`config.mk`:
```
export PLATFORM = sky130hd
export DESIGN_NAME = apb_req_arbiter
export DESIGN_NICKNAME = d
export VERILOG_FILES = /design/src/rtl/apb_req_arbiter.sv
export SDC_FILE = /design/constraint.sdc
export NUM_CORES = 1
export LEC_CHECK = 0
export CAP_MARGIN = 20
export CORE_MARGIN = 4
export CORE_UTILIZATION = 41
export CTS_BUF_LIST = sky130_fd_sc_hd__clkbuf_4 sky130_fd_sc_hd__clkbuf_8
export DETAILED_ROUTE_END_ITERATION = 10
export PLACE_DENSITY = 0.83
export SKIP_LAST_GASP = 1
export SLEW_MARGIN = 25
export SYNTH_ARGS = -nofsm -noshare
export SYNTH_HDL_FRONTEND = slang
export SYNTH_SLANG_ARGS = --single-unit
```
`constraint.sdc`:
```
create_clock -name CLK -period 1.85 [get_ports CLK]
set_input_delay 0.2775 -clock CLK [delete_from_list [all_inputs] [get_ports CLK]]
set_output_delay 0.2775 -clock CLK [all_outputs]
set_load 0.01 [all_outputs]
```
`src/rtl/apb_req_arbiter.sv`:
```
// Two-requester round-robin arbiter in front of a single APB master port.
// Optional BUSY watchdog enabled by defining APB_ARB_TIMEOUT_EN.
module apb_req_arbiter #(
  parameter int unsigned DATA_WIDTH     = 32,
  parameter int unsigned ADDR_WIDTH     = 32,
  parameter int unsigned SLAVES_NUM     = 2,
  parameter int unsigned TIMEOUT_CYCLES = 16
) (
  input  logic                  CLK,
  input  logic                  RST,
  input  logic                  req0_valid,
  input  logic [ADDR_WIDTH-1:0] req0_addr,
  input  logic [DATA_WIDTH-1:0] req0_wdata,
  input  logic                  req0_write,
  input  logic [SLAVES_NUM-1:0] req0_sel,
  output logic                  req0_ready,
  output logic                  req0_done,
  output logic [DATA_WIDTH-1:0] req0_rdata,
  output logic                  req0_err,
  input  logic                  req1_valid,
  input  logic [ADDR_WIDTH-1:0] req1_addr,
  input  logic [DATA_WIDTH-1:0] req1_wdata,
  input  logic                  req1_write,
  input  logic [SLAVES_NUM-1:0] req1_sel,
  output logic                  req1_ready,
  output logic                  req1_done,
  output logic [DATA_WIDTH-1:0] req1_rdata,
  output logic                  req1_err,
  output logic                  m_Transfer,
  output logic [ADDR_WIDTH-1:0] m_ADDR,
  output logic [DATA_WIDTH-1:0] m_DATA,
  output logic                  m_WRITE,
  output logic [SLAVES_NUM-1:0] m_SEL,
  input  logic                  m_READY,
  input  logic [DATA_WIDTH-1:0] m_RDATA,
  input  logic                  m_SLVERR
);

  typedef enum logic [1:0] {StIdle, StBusy, StDone} state_e;

  state_e                  state_q, state_d;
  logic                    rr_q, rr_d;
  logic                    idx_q, idx_d;
  logic [ADDR_WIDTH-1:0]   addr_q, addr_d;
  logic [DATA_WIDTH-1:0]   wdata_q, wdata_d;
  logic                    write_q, write_d;
  logic [SLAVES_NUM-1:0]   sel_q, sel_d;
  logic [DATA_WIDTH-1:0]   rdata0_q, rdata0_d, rdata1_q, rdata1_d;
  logic                    err0_q, err0_d, err1_q, err1_d;

  logic gnt_any, gnt_idx;

`ifdef APB_ARB_TIMEOUT_EN
  localparam int unsigned CntW = (TIMEOUT_CYCLES > 1) ? $clog2(TIMEOUT_CYCLES) : 1;
  localparam logic [CntW-1:0] CntLast = CntW'(TIMEOUT_CYCLES - 1);

  logic [CntW-1:0] cnt_q, cnt_d;

  always_ff @(posedge CLK) begin
    if (!RST) begin
      cnt_q <= '0;
    end else begin
      cnt_q <= cnt_d;
    end
  end
`else
  // Watchdog limit only matters when the timeout feature is built in.
  logic unused_timeout;
  assign unused_timeout = (TIMEOUT_CYCLES != 0);
`endif

  // With both valid the round-robin pointer decides; otherwise the lone requester wins.
  assign gnt_any = req0_valid | req1_valid;
  assign gnt_idx = (req0_valid & req1_valid) ? rr_q : req1_valid;

  always_comb begin
    state_d  = state_q;
    rr_d     = rr_q;
    idx_d    = idx_q;
    addr_d   = addr_q;
    wdata_d  = wdata_q;
    write_d  = write_q;
    sel_d    = sel_q;
    rdata0_d = rdata0_q;
    rdata1_d = rdata1_q;
    err0_d   = err0_q;
    err1_d   = err1_q;
`ifdef APB_ARB_TIMEOUT_EN
    cnt_d    = '0;
`endif
    unique case (state_q)
      StIdle: begin
        if (gnt_any) begin
          idx_d   = gnt_idx;
          addr_d  = gnt_idx ? req1_addr  : req0_addr;
          wdata_d = gnt_idx ? req1_wdata : req0_wdata;
          write_d = gnt_idx ? req1_write : req0_write;
          sel_d   = gnt_idx ? req1_sel   : req0_sel;
          state_d = StBusy;
        end
      end
      StBusy: begin
        if (m_READY) begin
          state_d = StDone;
          if (idx_q) begin
            rdata1_d = write_q ? '0 : m_RDATA;
            err1_d   = m_SLVERR;
          end else begin
            rdata0_d = write_q ? '0 : m_RDATA;
            err0_d   = m_SLVERR;
          end
`ifdef APB_ARB_TIMEOUT_EN
        end else if (cnt_q == CntLast) begin
          state_d = StDone;
          if (idx_q) begin
            rdata1_d = '0;
            err1_d   = 1'b1;
          end else begin
            rdata0_d = '0;
            err0_d   = 1'b1;
          end
        end else begin
          cnt_d = cnt_q + CntW'(1);
`endif
        end
      end
      StDone: begin
        rr_d    = ~idx_q;
        state_d = StIdle;
      end
      default: state_d = StIdle;
    endcase
  end

  always_ff @(posedge CLK) begin
    if (!RST) begin
      state_q  <= StIdle;
      rr_q     <= 1'b0;
      idx_q    <= 1'b0;
      addr_q   <= '0;
      wdata_q  <= '0;
      write_q  <= 1'b0;
      sel_q    <= '0;
      rdata0_q <= '0;
      rdata1_q <= '0;
      err0_q   <= 1'b0;
      err1_q   <= 1'b0;
    end else begin
      state_q  <= state_d;
      rr_q     <= rr_d;
      idx_q    <= idx_d;
      addr_q   <= addr_d;
      wdata_q  <= wdata_d;
      write_q  <= write_d;
      sel_q    <= sel_d;
      rdata0_q <= rdata0_d;
      rdata1_q <= rdata1_d;
      err0_q   <= err0_d;
      err1_q   <= err1_d;
    end
  end

  assign req0_ready = (state_q == StIdle) & gnt_any & ~gnt_idx;
  assign req1_ready = (state_q == StIdle) & gnt_any & gnt_idx;
  assign req0_done  = (state_q == StDone) & ~idx_q;
  assign req1_done  = (state_q == StDone) & idx_q;
  assign req0_rdata = rdata0_q;
  assign req1_rdata = rdata1_q;
  assign req0_err   = err0_q;
  assign req1_err   = err1_q;

  assign m_Transfer = (state_q == StBusy);
  assign m_ADDR     = addr_q;
  assign m_DATA     = wdata_q;
  assign m_WRITE    = write_q;
  assign m_SEL      = sel_q;

endmodule

```
---- Word-level counts from Yosys, hierarchy flattened ----
Cells that the tools add are included.
storage, ports and cells
  memories kept ........................... 0
  RAM bits ................................ 0
  input port bits ......................... 172
  logic and storage cells ................. 38
  latch bits .............................. 0
  bits in read-only memories .............. 0
  output and inout bits ................... 138
  bits in registers ....................... 137
cells by class
  reductions and logical operators ........ 5
  $add $sub $neg .......................... 0
  mux-type cells .......................... 9
  div/mod/pow operators ................... 0
  magnitude comparators ................... 0
  equal/unequal tests ..................... 4
  bitwise gates (word level) .............. 9
  shifts and indexed selects .............. 0
  multiply operators ...................... 0
operators by type and width
  operator              number
  $mux W32              3
  $and A1 B1 Y1         6
  $mux W2               3
  $reduce_and A3 Y1     2
  $pmux W2 S2           1
  $reduce_and A2 Y1     2
  $eq A2 B1 Y1 const B  1
  $eq A2 B2 Y1 const B  1
  $logic_not A2 Y1      1
  $mux W1               2
  $ne A2 B1 Y1 const B  1
  $ne A2 B2 Y1 const B  1
  $not A1 Y1            2
  $or A1 B1 Y1          1

---- Logic depth before layout (Yosys ltp) ----
  depth after elaboration ................. 4
  depth in mapped cells ................... 7
  depth with buffers taken out ............ 3

---- Least setup slack after synthesis ----
No wires, ideal clock.
  path kind ............................... input-to-output
  start point ............................. input port req1_valid
  end point ............................... output port req1_ready
  buffers on the path ..................... 3
  slack ................................... 440 ps
  arrival time ............................ 1133 ps
  stages on the path ...................... 4
  data required time ...................... 1572 ps
  path through ............................ buf_2 buf_2 clkbuf_1 and3_1
on the way
  word-level cells in the longest chain between the ends .. 3
  elaborated cells between the ends (all ways) .. 5
  those cells by class .................... 1 x mux; 4 x bitwise
ends and longest elaborated chain
  item                                                  line     RTL
  from (decl)                                           20       input logic req1_valid,
  $or A1 B1 Y1 / $and A1 B1 Y1 (equally long branches)  73, 74
  $and A1 B1 Y1 / $mux W1 (equally long branches)       164, 74
  $and A1 B1 Y1 (*)                                     164      assign req1_ready = (state_q == StIdle) & gnt_any & gnt_idx;
  to (decl)                                             25       output logic req1_ready,
Mark *: on every way between the ends. The rest lies on a longest branch, timed or not.

---- Worst setup path after layout ----
  start point ............................. register state_q[1]
  end point ............................... output port req1_ready
on the way
  word-level cells in the longest chain between the ends .. 3
ends and longest elaborated chain
  item                        line  RTL
  from (decl)                 41    state_e state_q, state_d;
  from (signal assigned)      137   state_q <= StIdle;
  from (signal assigned)      149   state_q <= state_d;
  $logic_not A2 Y1            164
  $and A1 B1 Y1 (2 in a row)  164
Every way passes these cells.

==> results_dict.tcl <==
set metrics [dict create \
    initial_core_util_pct 41.9 \
    postCtsHoldBufs 0 \
    hold_viol_final 0 \
    cp_data_required_time_ns 1.57 \
    skew_ns 0.0144 \
    switching_share_pct 26.8 \
    seq_power_share_pct 42.8 \
    ys_types 30 \
    cp-start-kind "flip-flop" \
    yosysWarnings 0 \
    maxSlewViolCount 0 \
    die_h_um 127 \
    syn_area_per_cell_um2 7.84 \
    ys_seq_area_share_pct 47.0 \
    critical_path_class "flip-flop to primary output" \
    drive_above_1_share_pct 6.45 \
    slowest_stage "dfxtp_2" \
    switchingPower_mw 2.02 \
    end_kind "primary output" \
    fillers 1140 \
    status "complete, no violations" \
    cts_tree "built" \
    dp_hpwl_mm 14.9 \
    io_buffers 309 \
    grt_util_all_layers_pct 26.2 \
    vias 6827 \
    clock_latency_ns 0.43 \
    synthToLayoutAreaGrowth_pct 62.6 \
    power_frac_clock_pct 35.4 \
    synth.top_cell.area_share_pct 47.0 \
    cap_violations 0 \
    rows 43 \
    rsz0062_at_grt "false" \
    grt_max_degree 68 \
    antenna_left 0 \
    grt_pass1_wl_mm 34.1 \
    fin_tns_setup_ns 0 \
    synth_edf_count 0 \
    post-route-period-util_pct 94.0 \
    clock-sinks 137 \
    internal_power_mw 5.51 \
    htree_levels 4 \
    hold_class "input pin to flip-flop" \
    path_cells "buf_4 > nor2_4 > and3_1 > clkdlybuf4s15_1" \
    final_net_count 1182 \
    worst-path-max-fanout 6 \
    worstMarginPinSlew_ns 0.751 \
    drt-total-wl_mm 22.5 \
    numCtsBuffers 17 \
    synthTopCellsByCount "dfxtp_1 (137), nand2_1 (133)" \
    period_needed_ns 1.74 \
    via_per_inst 5.66 \
    setup_viol 0 \
    clockRootBuffer "clkbuf_8" \
    synth-seq-cells 137 \
    p_per_area_mw_per_mm2 793 \
    netlist_instances 745 \
    overflow 0 \
    antenna_found_initial 4 \
    drt_iter0_markers 490 \
    ys.flop_type "dfxtp_1" \
    place_congestion 0.856 \
    fmax_mhz 575 \
    dr.pass1.iters 7 \
    peakVddDrop_mv 0.407 \
    synth_top_area_cell "dfxtp_1" \
    hold_slack_ns 0.279 \
    wl_per_cell_um 18.6 \
    cts_max_path_buffers 2 \
    synth_area_mm2 0.00584 \
    crit_arrival_ns 1.46 \
    comb_power_share_pct 21.9 \
    cts.clk_slew.worst_paths_ns 0.07 \
    fin_area_mm2 0.00950 \
    grt_pass1_vias 6513 \
    total_leakage_power_nw 3.26 \
    ys_top_cells_by_area "dfxtp_1 (47%), nand2_1 (8.5%), a31oi_1 (7.2%), nand4_1 (7.2%), a21oi_1 (5.7%)" \
    crit_path_max_incr_delay_ns 0.35 \
    synthArstFlopShare_pct 0 \
    yosysMostFrequentCell "dfxtp_1" \
    die_x_um 127 \
    dieArea_mm2 0.0162 \
    maxSlewHeadroom_pct 50.0 \
    num_io_pins 310 \
    synth_nets 917 \
    placed_area_mm2 0.00904 \
    drc 0 \
    design.core.area_mm2 0.0139 \
]
## power by group through the flow
stage / Sequential, mW / Combinational (mW) / Clock, mW
5_1_grt: 3.24 / 1.76 / 2.85
3_5_place_dp: 3.28 / 1.64 / 0
4_1_cts: 3.22 / 1.64 / 2.71
6_report: 3.22 / 1.65 / 2.66
3_3_place_gp: 3.28 / 1.63 / 0
2_1_floorplan: 3.35 / 0.639 / 0
## path summary, 6_finish.rpt
check,slack (ns),depth (start not counted),startpoint,to
max reg2reg,0.14,5,state_q[1],m_DATA[13]
min,0.28,3,req0_valid,idx_q
max,0.11,4,state_q[1],req1_ready
min reg2reg,0.45,2,req1_rdata[21],req1_rdata[21]
## logic make-up after synthesis
logic type | Yosys count | share of synthesized area (%)
and+or+nand+nor | 316 | 26.9
AOI/OAI and AO/OA | 204 | 19.3
DFF | 137 | 47.0
buffers and inverters | 88 | 6.81
## state kept, by name, summed over array words and instances, names as in the netlist, 2 cells and up
name and count:
m_ADDR 32, m_DATA 32, m_SEL 2, req0_rdata 32
req1_rdata 32, state_q 2
## per-stage QoR
stage	utilization [%]	power, mW	cells	setup slack [ns]
6_report	68.1	7.53	1206	0.111
5_1_grt	68.1	7.85	1206	0.00447
4_1_cts	68.0	7.57	1203	-0.233
3_5_place_dp	64.9	4.92	1171	0.119
3_3_place_gp	64.9	4.91	1171	0.177
2_1_floorplan	-	3.99	745	0.440
## repair_timing
action                                 CTS  global route
setup endpoints to repair                5             4
setup buffers                            0             0
endpoints found under the hold margin    0             0
resized for setup                        5             4
## final cells by class
class	count	area (µm²)	area share [%]
Timing Repair Buffer	331	3340	35.2
Sequential cell	137	2750	28.9
Multi-Input combinational cell	520	2730	28.8
Clock buffer	25	319	3.36
Tap cell	180	225	2.37
Clock inverter	7	114	1.20
Inverter	3	13.8	0.145
Antenna cell	3	7.51	0.0791
## per-layer routing
| layer | GRT usage [%] | part of all wire, % |
|---|---|---|
| met2 | 41.4 | 46 |
| met1 | 31.5 | 39 |
| met5 | 0 | 0.058 |
| met3 | 9.36 | 10 |
| met4 | 13.2 | 4.8 |
## layout by cell type (no fill, tap or decap), types with 2 or more instances in the layout
cell               n
inv_1              2
and3_1             2
nand2_1          133
nand3_1           67
nor2b_1           34
nand4_1           67
buf_4             15
clkbuf_4           4
bufinv_16          3
dfxtp_2            2
clkbuf_8          21
nor2_4             2
buf_2              2
buf_12             7
dlymetal6s2s_1     2
nor2_1             3
diode_2            3
a31oi_1           67
o21ai_1            3
dlygate4sd2_1      2
a21oi_1           67
clkinv_2           3
clkdlybuf4s50_1  302
dfxtp_1          135
o21ai_0           64
## critical path, delay by kind of cell (launching register included)
kind                   cells  cell delay, ns
buffers and inverters      2            0.45
DFF                        1            0.35
and+or+nand+nor            2            0.25
(Power assumes the default switching activity.)
